--- src/rtl/fp32_pkg.sv ---
// fp32_pkg: IEEE-754 single-precision field widths, constants and multiplier FSM states.
package fp32_pkg;
    localparam int EXP_W = 8;
    localparam int MAN_W = 23;
    localparam int BIAS = 127;
    localparam logic [31:0] QNAN = 32'h7FC00000;
    localparam logic [31:0] POS_INF = 32'h7F800000;
    typedef enum logic [2:0] {IDLE, CHECK, MUL, NORM, DONE} state_t;
endpackage

--- src/rtl/mant_mul_seq.sv ---
// mant_mul_seq: sequential shift-add mantissa multiplier, one multiplier bit per step.
module mant_mul_seq
    import fp32_pkg::*;
(
    input  logic               clk,
    input  logic               rst,
    input  logic               load_i,
    input  logic               step_i,
    input  logic [MAN_W:0]     a_i,
    input  logic [MAN_W:0]     b_i,
    output logic [2*MAN_W+1:0] p_o,
    output logic               done_o
);
    logic [2*MAN_W+1:0] mcand_q, mcand_d, p_q, p_d;
    logic [MAN_W:0]     mplier_q, mplier_d;
    logic [4:0]         cnt_q, cnt_d;
    always_comb begin
        mcand_d  = load_i ? {{(MAN_W+1){1'b0}}, a_i} : step_i ? mcand_q << 1 : mcand_q;
        mplier_d = load_i ? b_i : step_i ? mplier_q >> 1 : mplier_q;
        p_d      = load_i ? '0 : (step_i && mplier_q[0]) ? p_q + mcand_q : p_q;
        cnt_d    = load_i ? '0 : step_i ? cnt_q + 5'd1 : cnt_q;
    end
    always_ff @(posedge clk or posedge rst) begin
        if (rst) begin
            mcand_q  <= '0;
            mplier_q <= '0;
            p_q      <= '0;
            cnt_q    <= '0;
        end else begin
            mcand_q  <= mcand_d;
            mplier_q <= mplier_d;
            p_q      <= p_d;
            cnt_q    <= cnt_d;
        end
    end
    assign p_o = p_q;
    // High during the final (24th) step so the controller leaves MUL on that same edge.
    assign done_o = (cnt_q == 5'(MAN_W));
endmodule

--- src/rtl/mul_fsm.sv ---
// mul_fsm: multi-cycle IEEE-754 single multiplier with edge-triggered start, special-case
// classification, truncating normalisation and a one-cycle result strobe.
module mul_fsm
    import fp32_pkg::*;
(
    input  logic        clk,
    input  logic        rst,
    input  logic        r_i,
    input  logic [31:0] a,
    input  logic [31:0] b,
    output logic [31:0] res,
    output logic        r_o,
    output logic        err
);
    state_t             state_q, state_d;
    logic               r_i_q;
    logic [31:0]        a_q, a_d, b_q, b_d, sres_q, sres_d, res_q, res_d;
    logic               sign_q, sign_d, spec_q, spec_d, serr_q, serr_d, err_q, err_d;
    logic signed [9:0]  exp_q, exp_d, e_n;
    logic [EXP_W-1:0]   ea, eb;
    logic [MAN_W-1:0]   ma, mb, man;
    logic               a_nan, b_nan, a_inf, b_inf, a_zero, b_zero;
    logic               s_nan, s_inf, special, sign, start, load, step, last;
    logic [47:0]        p;
    logic [31:0]        sres, packed_res;
    assign start = r_i & ~r_i_q;
    assign {ea, ma} = a_q[30:0];
    assign {eb, mb} = b_q[30:0];
    assign sign   = a_q[31] ^ b_q[31];
    assign a_nan  = (&ea) && (|ma);
    assign b_nan  = (&eb) && (|mb);
    assign a_inf  = (&ea) && !(|ma);
    assign b_inf  = (&eb) && !(|mb);
    assign a_zero = !(|ea);
    assign b_zero = !(|eb);
    assign s_nan  = a_nan || b_nan || (a_inf && b_zero) || (b_inf && a_zero);
    assign s_inf  = a_inf || b_inf;
    assign special = s_nan || s_inf || a_zero || b_zero;
    assign sres = s_nan ? QNAN : s_inf ? {sign, POS_INF[30:0]} : {sign, 31'b0};
    assign e_n = exp_q + 10'(p[47]);
    assign man = p[47] ? p[46:24] : p[45:23];
    assign packed_res = (e_n >= 10'sd255) ? {sign_q, POS_INF[30:0]} :
                        (e_n <= 10'sd0)   ? {sign_q, 31'b0} : {sign_q, e_n[7:0], man};
    mant_mul_seq u_mant (
        .clk    (clk),
        .rst    (rst),
        .load_i (load),
        .step_i (step),
        .a_i    ({1'b1, ma}),
        .b_i    ({1'b1, mb}),
        .p_o    (p),
        .done_o (last)
    );
    always_comb begin
        state_d = state_q;
        a_d     = a_q;
        b_d     = b_q;
        sign_d  = sign_q;
        spec_d  = spec_q;
        sres_d  = sres_q;
        serr_d  = serr_q;
        exp_d   = exp_q;
        res_d   = res_q;
        err_d   = err_q;
        load    = 1'b0;
        step    = 1'b0;
        case (state_q)
            IDLE: begin
                a_d     = start ? a : a_q;
                b_d     = start ? b : b_q;
                state_d = start ? CHECK : IDLE;
            end
            CHECK: begin
                sign_d  = sign;
                spec_d  = special;
                sres_d  = sres;
                serr_d  = s_nan || s_inf;
                exp_d   = 10'(ea) + 10'(eb) - 10'(BIAS);
                load    = 1'b1;
                // Specials skip MUL but share the NORM write-back cycle.
                state_d = special ? NORM : MUL;
            end
            MUL: begin
                step    = 1'b1;
                state_d = last ? NORM : MUL;
            end
            NORM: begin
                res_d   = spec_q ? sres_q : packed_res;
                err_d   = spec_q ? serr_q : (e_n >= 10'sd255);
                state_d = DONE;
            end
            DONE:    state_d = IDLE;
            default: state_d = IDLE;
        endcase
    end
    always_ff @(posedge clk or posedge rst) begin
        if (rst) begin
            state_q <= IDLE;
            r_i_q   <= 1'b0;
            a_q     <= '0;
            b_q     <= '0;
            sign_q  <= 1'b0;
            spec_q  <= 1'b0;
            sres_q  <= '0;
            serr_q  <= 1'b0;
            exp_q   <= '0;
            res_q   <= '0;
            err_q   <= 1'b0;
        end else begin
            state_q <= state_d;
            r_i_q   <= r_i;
            a_q     <= a_d;
            b_q     <= b_d;
            sign_q  <= sign_d;
            spec_q  <= spec_d;
            sres_q  <= sres_d;
            serr_q  <= serr_d;
            exp_q   <= exp_d;
            res_q   <= res_d;
            err_q   <= err_d;
        end
    end
    assign res = res_q;
    assign err = err_q;
    assign r_o = (state_q == DONE);
endmodule

--- config.mk ---
export PLATFORM = sky130hd
export DESIGN_NAME = mul_fsm
export DESIGN_NICKNAME = d
export VERILOG_FILES = /design/src/rtl/fp32_pkg.sv /design/src/rtl/mant_mul_seq.sv /design/src/rtl/mul_fsm.sv
export SDC_FILE = /design/constraint.sdc
export NUM_CORES = 1
export LEC_CHECK = 0
export BUFFER_PORTS_ARGS = -buffer_cell sky130_fd_sc_hd__buf_2
export CORE_AREA = 2 2 149 209
export DETAILED_ROUTE_END_ITERATION = 8
export DIE_AREA = 0 0 151 211
export GPL_TIMING_DRIVEN = 0
export PLACE_DENSITY = 0.58
export SYNTH_ARGS = -nofsm -noshare
export SYNTH_HDL_FRONTEND = slang
export SYNTH_SLANG_ARGS = --single-unit
--- constraint.sdc ---
create_clock -name clk -period 24.2 [get_ports clk]
set_input_delay 4.84 -clock clk [delete_from_list [all_inputs] [get_ports clk]]
set_output_delay 4.84 -clock clk [all_outputs]
set_load 0.1 [all_outputs]
# Yosys cells after proc, flatten, opt, wreduce, memory -nomap -nowiden
# Cells that the tools add are included.
# W data, S select, Z words.
[totals]
reg_bits = 271
inputBits = 67
out_inout_bits = 34
[classes]
mux = 21
bitwise_logic = 3
n_eq_ne = 5
reduce_logical = 28
order_cmp = 2
addsub = 5
[op_table]
columns = ["op", "n"]
rows = [
  ["$mux W48", 4],
  ["$mux W31", 3],
  ["$mux W32", 2],
  ["$add A48 B48 Y48", 1],
  ["$mux W24", 2],
  ["$reduce_or A23 Y1", 2],
  ["$mux W23", 1],
  ["$reduce_and A8 Y1", 2],
  ["$reduce_or A8 Y1", 2],
  ["$pmux W3 S4", 1],
  ["$add A10 B1 Y10", 1],
  ["$ge A10 B9 Y1 const B", 1],
  ["$le A10 B1 Y1 const B", 1],
  ["$mux W5", 2],
  ["$sub A9 B7 Y10 const B", 1],
  ["$add A8 B8 Y9", 1],
  ["$logic_and A1 B1 Y1", 7],
  ["$logic_or A1 B1 Y1", 7],
  ["$eq A3 B2 Y1 const B", 2],
  ["$mux W1", 6],
  ["$add A5 B1 Y5 const B", 1],
  ["$eq A5 B5 Y1 const B", 1],
  ["$logic_not A1 Y1", 4],
  ["$reduce_bool A2 Y1", 2],
  ["7 further kinds", 7],
]

# Logic depth before layout (Yosys ltp)
[logic_depth]
ltp_word = 11
ltp_mapped = 13
ltp_nobuf = 12

# By module
# A second synthesis with hierarchy kept.
[unflattened]
hier_cells = 1395
hier_area_um2 = 13698.1
[modules_own_cells]
columns = ["module", "cells_per_inst", "instances", "area_per_inst_um2"]
rows = [
  ["mant_mul_seq", 910, 1, 8000.2],
  ["mul_fsm", 485, 1, 5698.0],
]

# Worst setup path after synthesis
# OpenSTA, ideal clock, no wires.
[synth_timing]
path_kind = "reg2out"
from = "reg state_q[0]"
to = "out r_o"
path_stages_with_launch = 3
setup_slack_ns = 16.668
arrival_time_ns = 2.692
required_time_ns = 19.360
cell_sequence = "dfrtp_1 -> clkbuf_1 -> nor3b_1"
[synth_via]
elab_chain_len = 1
[synth_rtl]
columns = ["element", "line", "rtl"]
rows = [
  ["start: declaration", "mul_fsm.sv:15", "state_t state_q, state_d;"],
  ["start signal: assignment", "mul_fsm.sv:110", "state_q <= state_d;"],
  ["$eq A3 B3 Y1", "mul_fsm.sv:125", "assign r_o = (state_q == DONE);"],
  ["end: declaration", "mul_fsm.sv:12", "output logic r_o,"],
]
# Every way passes these cells.

# Worst setup path after layout
# Ends and elaborated chain as after synthesis.

==> flow_metrics.tcl <==
set metrics [dict create \
    cp.arrival_ns 1.86 \
    viasPerCell 5.55 \
    synth.distinct_cells 62 \
    crit_chain "clkbuf_1 > nor3b_1 > buf_2" \
    grt_util_all_layers_pct 21.7 \
    cts_sinks 241 \
    grt_max_degree 127 \
    setup_violations 0 \
    synth_edf_count 0 \
    crit_fanout 7 \
    path_delay_family "buffers and inverters" \
    power_density_nw_per_um2 133 \
    wl_per_cell_um 17.9 \
    cts_resized 0 \
    route.final.wire_length_um 33400 \
    maxCapViolations 0 \
    ioPinCount 101 \
    synth_seq_cells 241 \
    clock.fmax_mhz 149 \
    required_ns 19.36 \
    layout_setup_ws_ns 17.50 \
    fin_nets 1599 \
    grt_pass1_wl_um 55100 \
    tns_ns 0 \
    syn_inst 1336 \
    skew_ns 0.0133 \
    final_common_cell "dfrtp_1" \
    die_area_um2 31900 \
    seq_area_frac_synth_pct 46.4 \
    dieHeight_um 211 \
    overflow 0 \
    synthFlopType "dfrtp_1" \
    rsz0062_at_grt "no" \
    critPathLaunchType "register" \
    syn_to_final_growth_pct 14.2 \
    antenna_left 0 \
    clk_pin_slew_ns 0.06 \
    fp-row-count 75 \
    num_vias 10400 \
    grt_pass1_vias 10400 \
    n_antenna_cell 0 \
    cts_max_level 1 \
    antenna_found_initial 0 \
    cp_slowest_stage_delay_ns 0.49 \
    syn_nets 1470 \
    clockBufferDepth 3 \
    die_w_um 151 \
    slew_headroom_pct 41.5 \
    crit_buf_inv 2 \
    critPathKind "reg2out" \
    cts_made_buffers 25 \
    leakagePower_nw 6.86 \
    cts_setup_buffers 0 \
    coreArea_um2 29800 \
    post-dp-hpwl_um 24800 \
    crit_path_end_kind "primary output" \
    yosysWarnings 0 \
    first_iter_violations 571 \
    drcViolationCount 0 \
    dr.pass1.iters 5 \
    portBuffers 100 \
    final_cell_mix "dfrtp_1, nand2_1, buf_2" \
    clkLatencyLatePin_ns 0.54 \
    worst_path_max_delay_cell "buf_2" \
    drv_slew 0 \
    final.min_clock_period_ns 6.70 \
    clock-root-buffer "clkbuf_16" \
    hold_viol_final 0 \
    worstMarginPinSlew_ns 0.867 \
    gp_congestion 0.843 \
    async_reset_ff_share_pct 100 \
    tritoncts "done" \
    hold_class "reg2reg" \
    postCtsHoldBufs 0 \
    drive_above_1_share_pct 15.6 \
    status "finished clean" \
    pre_cts_ws_ns 17.42 \
    syn_area_per_cell_um2 9.72 \
    ir_worst_vdd_mv 0.0723 \
    start_util_pct 43.5 \
    fin_crit_sh_pct 27.7 \
    syn-cell-area_um2 13000 \
]
## through the flow
step | instances | hold WS [ns] | total power, mW | instance area (µm²) | utilization [%]
floorplan | 1336 | 0.441 | 1.36 | 13000 | -
global placement | 1821 | 0.455 | 1.57 | 14000 | 46.8
detailed placement | 1823 | 0.462 | 1.60 | 14000 | 47.0
CTS | 1868 | 0.476 | 1.99 | 14800 | 49.7
global route | 1868 | 0.502 | 2.13 | 14800 | 49.7
finish | 1868 | 0.468 | 1.98 | 14800 | 49.7
## cell usage after synthesis (3+ instances only)
cell type    n  share of area, %
xnor2_1     26               1.8
nor2_1      80               2.3
o211ai_1     7              0.40
nor3b_1      5              0.29
mux2_2      64               5.5
mux2i_1     25               1.9
nand3b_1     4              0.23
a21o_1      33               1.9
o21ai_0     73               2.8
o311ai_0     7              0.47
a21oi_1     53               2.0
nor3_1      12              0.46
nand4_1     17              0.82
a31oi_1     62               3.0
clkbuf_1    71               2.1
a211oi_1     3              0.17
inv_1       22              0.64
o21ai_1      9              0.35
nand2b_1     8              0.39
a21boi_0     3              0.17
nand3_1     66               2.5
o22ai_1      3              0.14
nand2_1    190               5.5
nor2b_1      8              0.39
and3_1      12              0.58
buf_2       13              0.50
o31ai_1     27               1.6
and2_1       4              0.19
o21bai_1     7              0.40
nor4_1      15              0.72
ha_1        65               6.3
buf_1        4              0.12
a22o_1      26               1.8
dfrtp_1    241                46
xor2_1      34               2.3
## final timing paths
kind,slack [ns],startpoint,end,depth (start not counted)
max,17.50,state_q[0],r_o,3
min,0.47,res[12],res[12],2
max reg2reg,20.78,u_mant.mcand_q[17],u_mant.p_o[46],11
min reg2reg,0.47,res[12],res[12],2
max in group asynchronous,18.71,rst,res[27],4
min in group asynchronous,4.27,rst,a_q[13],2
## metal layers
| layer | global-route usage [%] | share of wire, % | up-vias |
|---|---|---|---|
| li1 | - | - | 5062 |
| met1 | 27.4 | 43 | 5058 |
| met2 | 37.2 | 49 | 183 |
| met3 | 2.57 | 3.2 | 69 |
| met4 | 9.54 | 4.4 | 0 |
| met5 | 0 | 0 | - |
## worst reg2reg max path: stages (launching register included)
cell and delay [ns]:
dfrtp_1 0.46, ha_1 0.31, clkbuf_1 0.25, nand2_1 0.16
a211oi_1 0.37, a31oi_1 0.13, a21oi_1 0.30, nor3_1 0.13
a211oi_2 0.39, a21oi_1 0.24, o31ai_1 0.39, o211ai_1 0.15
## power by group
part / switching [mW] / internal [mW] / total (mW)
registers: 0.136 / 0.562 / 0.698
clock network: 0.163 / 0.222 / 0.385
logic: 0.560 / 0.333 / 0.892
total: 0.859 / 1.12 / 1.98
## state kept, by name, summed over array words and instances (netlist names)
| signal | cells |
|---|---|
| spec_q | 1 |
| err | 1 |
| sign_q | 1 |
| u_mant.cnt_q | 5 |
| a_q | 32 |
| u_mant.mplier_q | 24 |
| sres_q | 3 |
| u_mant.p_o | 48 |
| state_q | 3 |
| res | 32 |
| b_q | 32 |
| r_i_q | 1 |
| u_mant.mcand_q | 48 |
| exp_q | 10 |
## cell families after synthesis
family                     synth area share [%]
DFF                                        46.4
buffers and inverters                      3.39
xor gates and xnor gates                   4.05
and+or+nand+nor                            15.2
muxes                                      7.48
adders and majority gates                  6.57
AOI/OAI and AO/OA                          16.9
## final cells by class
class                   count  area (µm²)
repair buffers            102         556
fillers                  2857       15000
plain buffers              89         358
multi-input cells         984        6520
flip-flops and latches    241        6030
clock buffers              36         697
inverters                  22        90.1
clock inverters             9         105
well taps                 385         482
No activity file was read; power rests on OpenSTA's default activity.
